**src/rtl/lsu_mem_stage_if.sv**
```systemverilog
// lsu_mem_stage_if: issue, memory-port and completion signals of the LSU memory stage.
// Latency: none (signal bundle only).
// Backpressure: stage_ready toward issue, mem_req_valid/mem_req_ready toward memory.
// Ports: slave = the memory stage itself; master = its surroundings (issue control,
//        data memory, LDQ/STQ completion consumers).
interface lsu_mem_stage_if #(
  parameter int XLEN          = 32,
  parameter int LDQ_SIZE      = 8,
  parameter int STQ_SIZE      = 8,
  parameter int ROB_TAG_WIDTH = 5
);
  localparam int LDQ_IW = $clog2(LDQ_SIZE);
  localparam int STQ_IW = $clog2(STQ_SIZE);

  logic                     flush;
  logic                     load_executed;
  logic [LDQ_IW-1:0]        ldq_mem_stage_index;
  logic [XLEN-1:0]          load_address;
  logic [2:0]               load_funct3;
  logic [ROB_TAG_WIDTH-1:0] load_rob_tag;
  logic                     store_executed;
  logic [STQ_IW-1:0]        store_executed_index;
  logic [XLEN-1:0]          store_address;
  logic [XLEN-1:0]          store_data;
  logic [2:0]               store_funct3;
  logic                     stage_ready;
  logic                     mem_req_valid;
  logic                     mem_req_ready;
  logic                     mem_we;
  logic [XLEN-1:0]          mem_addr;
  logic [XLEN-1:0]          mem_wdata;
  logic [3:0]               mem_wstrb;
  logic                     mem_resp_valid;
  logic [XLEN-1:0]          mem_resp_rdata;
  logic                     load_result_valid;
  logic [LDQ_IW-1:0]        load_result_index;
  logic [ROB_TAG_WIDTH-1:0] load_result_rob_tag;
  logic [XLEN-1:0]          load_result_data;
  logic                     store_done_valid;
  logic [STQ_IW-1:0]        store_done_index;

  modport slave (
    input  flush, load_executed, ldq_mem_stage_index, load_address, load_funct3,
           load_rob_tag, store_executed, store_executed_index, store_address,
           store_data, store_funct3, mem_req_ready, mem_resp_valid, mem_resp_rdata,
    output stage_ready, mem_req_valid, mem_we, mem_addr, mem_wdata, mem_wstrb,
           load_result_valid, load_result_index, load_result_rob_tag,
           load_result_data, store_done_valid, store_done_index
  );

  modport master (
    output flush, load_executed, ldq_mem_stage_index, load_address, load_funct3,
           load_rob_tag, store_executed, store_executed_index, store_address,
           store_data, store_funct3, mem_req_ready, mem_resp_valid, mem_resp_rdata,
    input  stage_ready, mem_req_valid, mem_we, mem_addr, mem_wdata, mem_wstrb,
           load_result_valid, load_result_index, load_result_rob_tag,
           load_result_data, store_done_valid, store_done_index
  );
endinterface

```
**src/rtl/lsu_mem_stage.sv**
```systemverilog
// lsu_mem_stage: LSU memory-access stage; one load or committed store at a time to a
//   single-outstanding data-memory port, with load alignment/extension and completions.
// Latency: accept edge -> REQ (>=1 cycle) -> WAIT; result is combinational with the response.
// Backpressure: stage_ready only in IDLE; request fields held until mem_req_ready.
// Ports: clk, reset_n (async active-low), bus (lsu_mem_stage_if.slave).
module lsu_mem_stage #(
  parameter int XLEN          = 32,
  parameter int LDQ_SIZE      = 8,
  parameter int STQ_SIZE      = 8,
  parameter int ROB_TAG_WIDTH = 5
) (
  input  logic          clk,
  input  logic          reset_n,
  lsu_mem_stage_if.slave bus
);
  localparam int LDQ_IW = $clog2(LDQ_SIZE);
  localparam int STQ_IW = $clog2(STQ_SIZE);

  typedef enum logic [1:0] {IDLE = 2'd0, REQ = 2'd1, WAIT = 2'd2} state_t;

  state_t                   state_q, state_d;
  logic                     is_load_q;
  logic [LDQ_IW-1:0]        ldq_idx_q;
  logic [STQ_IW-1:0]        stq_idx_q;
  logic [ROB_TAG_WIDTH-1:0] tag_q;
  logic [2:0]               funct3_q;
  logic [XLEN-1:0]          addr_q;   // addr_q[1:0] is the byte offset within the word
  logic [XLEN-1:0]          data_q;
  logic                     killed_q;

  logic                     load_acc;
  logic                     store_acc;
  logic [XLEN-1:0]          ld_shift;

  // A load seen together with flush is on the wrong path and is dropped. A store is
  // taken whenever no load is taken, so a dropped load does not waste the slot.
  assign load_acc  = (state_q == IDLE) && bus.load_executed && !bus.flush;
  assign store_acc = (state_q == IDLE) && bus.store_executed && !load_acc;

  assign ld_shift  = bus.mem_resp_rdata >> {addr_q[1:0], 3'b000};

  // State register
  always_ff @(posedge clk or negedge reset_n) begin
    if (!reset_n) begin
      state_q <= IDLE;
    end else begin
      state_q <= state_d;
    end
  end

  // Next-state logic
  always_comb begin
    state_d = state_q;
    case (state_q)
      IDLE:    if (load_acc || store_acc) state_d = REQ;
      REQ:     if (bus.mem_req_ready)     state_d = WAIT;
      WAIT:    if (bus.mem_resp_valid)    state_d = IDLE;
      default: state_d = IDLE;
    endcase
  end

  // Operation capture and kill tracking
  always_ff @(posedge clk or negedge reset_n) begin
    if (!reset_n) begin
      is_load_q <= 1'b0;
      ldq_idx_q <= '0;
      stq_idx_q <= '0;
      tag_q     <= '0;
      funct3_q  <= '0;
      addr_q    <= '0;
      data_q    <= '0;
      killed_q  <= 1'b0;
    end else if (load_acc) begin
      is_load_q <= 1'b1;
      ldq_idx_q <= bus.ldq_mem_stage_index;
      tag_q     <= bus.load_rob_tag;
      funct3_q  <= bus.load_funct3;
      addr_q    <= bus.load_address;
      data_q    <= '0;
      killed_q  <= 1'b0;
    end else if (store_acc) begin
      is_load_q <= 1'b0;
      stq_idx_q <= bus.store_executed_index;
      funct3_q  <= bus.store_funct3;
      addr_q    <= bus.store_address;
      data_q    <= bus.store_data;
      killed_q  <= 1'b0;
    end else if (bus.flush && is_load_q && (state_q == REQ || state_q == WAIT)) begin
      // The memory access still runs to completion; only the writeback is dropped.
      killed_q  <= 1'b1;
    end
  end

  // Outputs
  always_comb begin
    bus.stage_ready         = (state_q == IDLE);
    bus.mem_req_valid       = 1'b0;
    bus.mem_we              = 1'b0;
    bus.mem_addr            = '0;
    bus.mem_wdata           = '0;
    bus.mem_wstrb           = 4'b0000;
    bus.load_result_valid   = 1'b0;
    bus.load_result_index   = '0;
    bus.load_result_rob_tag = '0;
    bus.load_result_data    = '0;
    bus.store_done_valid    = 1'b0;
    bus.store_done_index    = '0;

    if (state_q == REQ) begin
      bus.mem_req_valid = 1'b1;
      bus.mem_addr      = {addr_q[XLEN-1:2], 2'b00};
      if (!is_load_q) begin
        bus.mem_we = 1'b1;
        case (funct3_q[1:0])
          2'b00: begin
            bus.mem_wstrb = 4'b0001 << addr_q[1:0];
            bus.mem_wdata = {4{data_q[7:0]}};
          end
          2'b01: begin
            bus.mem_wstrb = 4'b0011 << addr_q[1:0];
            bus.mem_wdata = {2{data_q[15:0]}};
          end
          default: begin
            bus.mem_wstrb = 4'b1111;
            bus.mem_wdata = data_q;
          end
        endcase
      end
    end

    if (state_q == WAIT && bus.mem_resp_valid) begin
      if (is_load_q) begin
        // A flush arriving with the response itself also drops the result.
        if (!killed_q && !bus.flush) begin
          bus.load_result_valid   = 1'b1;
          bus.load_result_index   = ldq_idx_q;
          bus.load_result_rob_tag = tag_q;
          case (funct3_q)
            3'b000:  bus.load_result_data = {{(XLEN-8){ld_shift[7]}}, ld_shift[7:0]};
            3'b001:  bus.load_result_data = {{(XLEN-16){ld_shift[15]}}, ld_shift[15:0]};
            3'b100:  bus.load_result_data = {{(XLEN-8){1'b0}}, ld_shift[7:0]};
            3'b101:  bus.load_result_data = {{(XLEN-16){1'b0}}, ld_shift[15:0]};
            default: bus.load_result_data = ld_shift;
          endcase
        end
      end else begin
        bus.store_done_valid = 1'b1;
        bus.store_done_index = stq_idx_q;
      end
    end
  end
endmodule

```
**src/flat_wrapper.sv**
```systemverilog
// flat-port wrapper written by rule: the top's interface ports become plain ports
module lsu_mem_stage_flat 
#(
  parameter int XLEN          = 32,
  parameter int LDQ_SIZE      = 8,
  parameter int STQ_SIZE      = 8,
  parameter int ROB_TAG_WIDTH = 5
)
  (clk, reset_n, bus_flush, bus_load_executed, bus_ldq_mem_stage_index, bus_load_address, bus_load_funct3, bus_load_rob_tag, bus_store_executed, bus_store_executed_index, bus_store_address, bus_store_data, bus_store_funct3, bus_mem_req_ready, bus_mem_resp_valid, bus_mem_resp_rdata, bus_stage_ready, bus_mem_req_valid, bus_mem_we, bus_mem_addr, bus_mem_wdata, bus_mem_wstrb, bus_load_result_valid, bus_load_result_index, bus_load_result_rob_tag, bus_load_result_data, bus_store_done_valid, bus_store_done_index);
  lsu_mem_stage_if #(.XLEN(XLEN), .LDQ_SIZE(LDQ_SIZE), .STQ_SIZE(STQ_SIZE), .ROB_TAG_WIDTH(ROB_TAG_WIDTH)) bus_i ();
  input  logic clk;
  input  logic reset_n;
  input wire logic [$bits(bus_i.flush)-1:0] bus_flush;
  input wire logic [$bits(bus_i.load_executed)-1:0] bus_load_executed;
  input wire logic [$bits(bus_i.ldq_mem_stage_index)-1:0] bus_ldq_mem_stage_index;
  input wire logic [$bits(bus_i.load_address)-1:0] bus_load_address;
  input wire logic [$bits(bus_i.load_funct3)-1:0] bus_load_funct3;
  input wire logic [$bits(bus_i.load_rob_tag)-1:0] bus_load_rob_tag;
  input wire logic [$bits(bus_i.store_executed)-1:0] bus_store_executed;
  input wire logic [$bits(bus_i.store_executed_index)-1:0] bus_store_executed_index;
  input wire logic [$bits(bus_i.store_address)-1:0] bus_store_address;
  input wire logic [$bits(bus_i.store_data)-1:0] bus_store_data;
  input wire logic [$bits(bus_i.store_funct3)-1:0] bus_store_funct3;
  input wire logic [$bits(bus_i.mem_req_ready)-1:0] bus_mem_req_ready;
  input wire logic [$bits(bus_i.mem_resp_valid)-1:0] bus_mem_resp_valid;
  input wire logic [$bits(bus_i.mem_resp_rdata)-1:0] bus_mem_resp_rdata;
  output wire logic [$bits(bus_i.stage_ready)-1:0] bus_stage_ready;
  output wire logic [$bits(bus_i.mem_req_valid)-1:0] bus_mem_req_valid;
  output wire logic [$bits(bus_i.mem_we)-1:0] bus_mem_we;
  output wire logic [$bits(bus_i.mem_addr)-1:0] bus_mem_addr;
  output wire logic [$bits(bus_i.mem_wdata)-1:0] bus_mem_wdata;
  output wire logic [$bits(bus_i.mem_wstrb)-1:0] bus_mem_wstrb;
  output wire logic [$bits(bus_i.load_result_valid)-1:0] bus_load_result_valid;
  output wire logic [$bits(bus_i.load_result_index)-1:0] bus_load_result_index;
  output wire logic [$bits(bus_i.load_result_rob_tag)-1:0] bus_load_result_rob_tag;
  output wire logic [$bits(bus_i.load_result_data)-1:0] bus_load_result_data;
  output wire logic [$bits(bus_i.store_done_valid)-1:0] bus_store_done_valid;
  output wire logic [$bits(bus_i.store_done_index)-1:0] bus_store_done_index;
  assign bus_i.flush = bus_flush;
  assign bus_i.load_executed = bus_load_executed;
  assign bus_i.ldq_mem_stage_index = bus_ldq_mem_stage_index;
  assign bus_i.load_address = bus_load_address;
  assign bus_i.load_funct3 = bus_load_funct3;
  assign bus_i.load_rob_tag = bus_load_rob_tag;
  assign bus_i.store_executed = bus_store_executed;
  assign bus_i.store_executed_index = bus_store_executed_index;
  assign bus_i.store_address = bus_store_address;
  assign bus_i.store_data = bus_store_data;
  assign bus_i.store_funct3 = bus_store_funct3;
  assign bus_i.mem_req_ready = bus_mem_req_ready;
  assign bus_i.mem_resp_valid = bus_mem_resp_valid;
  assign bus_i.mem_resp_rdata = bus_mem_resp_rdata;
  assign bus_stage_ready = bus_i.stage_ready;
  assign bus_mem_req_valid = bus_i.mem_req_valid;
  assign bus_mem_we = bus_i.mem_we;
  assign bus_mem_addr = bus_i.mem_addr;
  assign bus_mem_wdata = bus_i.mem_wdata;
  assign bus_mem_wstrb = bus_i.mem_wstrb;
  assign bus_load_result_valid = bus_i.load_result_valid;
  assign bus_load_result_index = bus_i.load_result_index;
  assign bus_load_result_rob_tag = bus_i.load_result_rob_tag;
  assign bus_load_result_data = bus_i.load_result_data;
  assign bus_store_done_valid = bus_i.store_done_valid;
  assign bus_store_done_index = bus_i.store_done_index;
  lsu_mem_stage #(.XLEN(XLEN), .LDQ_SIZE(LDQ_SIZE), .STQ_SIZE(STQ_SIZE), .ROB_TAG_WIDTH(ROB_TAG_WIDTH)) u_core (.clk(clk), .reset_n(reset_n), .bus(bus_i));
endmodule
```
**config.mk**
```make
export PLATFORM = sky130hd
export DESIGN_NAME = lsu_mem_stage_flat
export DESIGN_NICKNAME = d
export VERILOG_FILES = /design/src/rtl/lsu_mem_stage_if.sv /design/src/rtl/lsu_mem_stage.sv /design/src/flat_wrapper.sv
export SDC_FILE = /design/constraint.sdc
export NUM_CORES = 1
export LEC_CHECK = 0
export ABC_AREA = 0
export CAP_MARGIN = 20
export CORE_AREA = 2 2 106 108
export CTS_BUF_LIST = sky130_fd_sc_hd__clkbuf_8
export DETAILED_ROUTE_END_ITERATION = 10
export DIE_AREA = 0 0 108 110
export DONT_BUFFER_PORTS = 1
export PLACE_DENSITY = 0.67
export SLEW_MARGIN = 5
export SYNTH_ARGS = -nofsm -noshare
export SYNTH_HDL_FRONTEND = slang
export SYNTH_SLANG_ARGS = --single-unit
```
**constraint.sdc**
```tcl
create_clock -name clk -period 8.4 [get_ports clk]
set_input_delay 2.52 -clock clk [delete_from_list [all_inputs] [get_ports clk]]
set_output_delay 2.52 -clock clk [all_outputs]
set_load 0.01 [all_outputs]
```
==> summary.md <==
| Metric | Value |
|---|---|
| Final Critical Period | `6990 ps` |
| Worst flop-to-flop path startpoint | `u_core.state_q[1]` |
| Initial Utilization | `0.445` |
| Root buffer selected by CTS | `clkbuf_8` |
| Tcrit/Tclk final | `0.833` |
| Worst Clk Skew | `8.66 ps` |
| Hold path startpoint | `u_core.addr_q[30]` |
| Clock Latency Late Sink | `350 ps` |
| CP arrival | `4470 ps` |
| TritonCTS clock tree | `built` |
| Pins Over Slew Limit | `0` |
| Slew HR | `0.256` |
| Fin cells | `628` |
| Design area | `0.00502 mm2` |
| CTS sink cnt | `82` |
| Power Dens Cells | `379 mW/mm2` |
| Via count | `3891` |
| Finish-stage setup viols | `0` |
| Min-delay worst type | `reg2reg` |
| Post-CTS Setup Repair Bufs | `0` |
| Dpl cell area | `0.00481 mm2` |
| Max H-tree Level | `3` |
| 1st-iter DRT viols | `367` |
| Ratio of cells with drive above 1 in the final layout | `0.0861` |
| Die ar. | `0.0119 mm2` |
| Dominant synthesized flop cell | `dfrtp_1` |
| Critical Path Start | `bus_mem_resp_valid` |
| Kind of critical path | `in2out` |
| Status | `finished clean` |
| Maximum vdd drop | `0.279 mV` |
| Synth Area per Inst | `9.30 um2` |
| Final HPWL DP | `9700 um` |
| Hold_buf cts | `0` |
| DIE WIDTH | `108 um` |
| Unrepaired setup endpoints after global routing | `no` |
| CP Launch Type | `input pin` |
| # rows | `38` |
| Hold Vio Cnt, Final | `0` |
| NumNets Final | `639` |
| Drt via density | `6.20` |
| Reg2reg path depth | `7` |
| WP data required | `5880 ps` |
| Synth Instances | `512` |
| Fmax | `0.143 GHz` |
| Pre-CTS setup slack | `1400 ps` |
| Critical Path Fanout Max | `18` |
| Setup slack after layout | `1410 ps` |
| Setup tns final | `0 ps` |
| P_leak | `2.34 nW` |
| DR DRC count | `0` |
| Die height | `110 um` |
| Worst-Margin Slew | `1120 ps` |
| PortBufs | `0` |
| Antenna diodes | `0` |
| Inst Count DP | `612` |
| Post-synthesis cell area | `0.00476 mm2` |
| Global route overflow | `0` |
| Drt pass-1 iters | `8` |
| Max-cap violations | `0` |
| Initial antenna violation count | `0` |
| Drt wl/cell | `21.5 um` |
| Post-CTS sizing | `0` |
| IO Count | `268` |
| Yosys warns | `0` |
| Core ar. | `0.0107 mm2` |
| Hold slack | `505 ps` |
| First-pass GRT wire length | `19200 um` |
| Pin count of the biggest net entering global routing | `83` |
| Overall power | `1.90 mW` |
| Final wirelength | `13500 um` |
| Layout area overhead | `5.38%` |
| Overall Global Routing Usage | `0.211` |
| Finished Core Util | `0.469` |
| RD Place Congestion | `0.805` |
| Async set or reset register ratio after synthesis | `1.00` |
| CTS buffer count | `9` |
| Hold Path Depth | `2` |
| Post-synthesis register bit count | `82` |
| Kind of end point of the critical path | `primary output` |
| Clock-pin slew on the worst setup and hold paths | `80 ps` |
| Number of distinct library cells after synthesis | `33` |
| Post-synth EDFFs | `0` |
| Vias in the first global route | `3740` |
| Register area share after synthesis | `0.431` |
| Clock Tree Buf Depth | `2` |
| Antenna viol nets, final | `0` |
## worst paths after layout
path                                                 end  slack, ps
worst min-delay path                   u_core.addr_q[30]        510
worst max-delay path            bus_load_result_data[27]       1410
worst max register to register        u_core.funct3_q[1]       5870
min in group asynchronous               u_core.data_q[3]       1850
max in group asynchronous               u_core.addr_q[0]       6400
worst min register to register         u_core.addr_q[30]        510
## metal layers
layer  GRT usage  routed length, um  up-vias
met4      0.0943                258        0
met1       0.236               5050     1876
met3      0.0435               1220       24
met2       0.389               6990      242
li1            -                  -     1749
met5           0                  0        -
## registers in the layout, summed over array words and instances (netlist names), 2 cells and up
| signal | count |
|---|---|
| u_core.addr_q | 32 |
| u_core.data_q | 32 |
| u_core.tag_q | 5 |
| u_core.funct3_q | 3 |
| u_core.ldq_idx_q | 3 |
| u_core.stq_idx_q | 3 |
| u_core.state_q | 2 |
## final cells by class
| class | count | area, um2 |
|---|---|---|
| Multi-Input combinational cell | 331 | 2330 |
| Inverter | 52 | 195 |
| Tap cell | 140 | 175 |
| Fill cell | 1021 | 5680 |
| Sequential cell | 82 | 2050 |
| Clock inverter | 7 | 86.3 |
| Timing Repair Buffer | 7 | 52.6 |
| Clock buffer | 9 | 124 |
## cells by family after synthesis
family                     after synthesis  synth area share
DFF                                     82             0.431
and+or+nand+nor                        138             0.150
adders and majority gates                4            0.0105
muxes                                   47             0.102
AOI/OAI and AO/OA                      140             0.222
buffers and inverters                  100            0.0838
other                                    1          0.000787
## synthesized netlist by cell type, types with 2 or more instances
library cell	instances	area [um2]
nor2b_1	9	56.3
ha_1	4	50.1
buf_4	2	15.0
a21oi_1	27	135
a211oi_1	15	113
mux2i_1	33	330
or3_1	2	12.5
nor2_1	43	161
buf_1	6	22.5
a222oi_1	36	360
o21ai_0	17	85.1
mux2_2	14	158
clkbuf_1	32	120
inv_1	51	191
a22o_1	32	280
o21ai_1	9	45.0
dfrtp_1	82	2050
and2_1	57	357
nand3b_1	2	15.0
nand2_1	20	75.1
buf_2	7	35.0
## worst max-delay path: stages
cell	delay, ps
nand2_1	40
or4b_1	830
inv_2	330
o2111ai_2	410
o21ai_0	320
## placed cells by master, fill, tap and decap left out, types with 2 or more instances in the layout
master / count
dfrtp_1: 82
and2_1: 57
inv_1: 53
nor2_1: 42
a222oi_1: 36
mux2i_1: 33
a22o_1: 32
a21oi_1: 27
nand2_1: 20
o21ai_0: 17
a211oi_1: 15
mux2_2: 14
nor2b_1: 9
clkbuf_8: 9
o21ai_1: 8
buf_4: 7
ha_1: 4
nand3b_1: 2
or3_1: 2
conb_1: 2
clkinv_2: 2
bufinv_16: 2
## where the power goes
part | switching, mW | internal (mW)
sequential | 0.130 | 0.582
combinational | 0.535 | 0.353
clock | 0.140 | 0.165
Note: power is estimated with default switching activity, not from simulation.
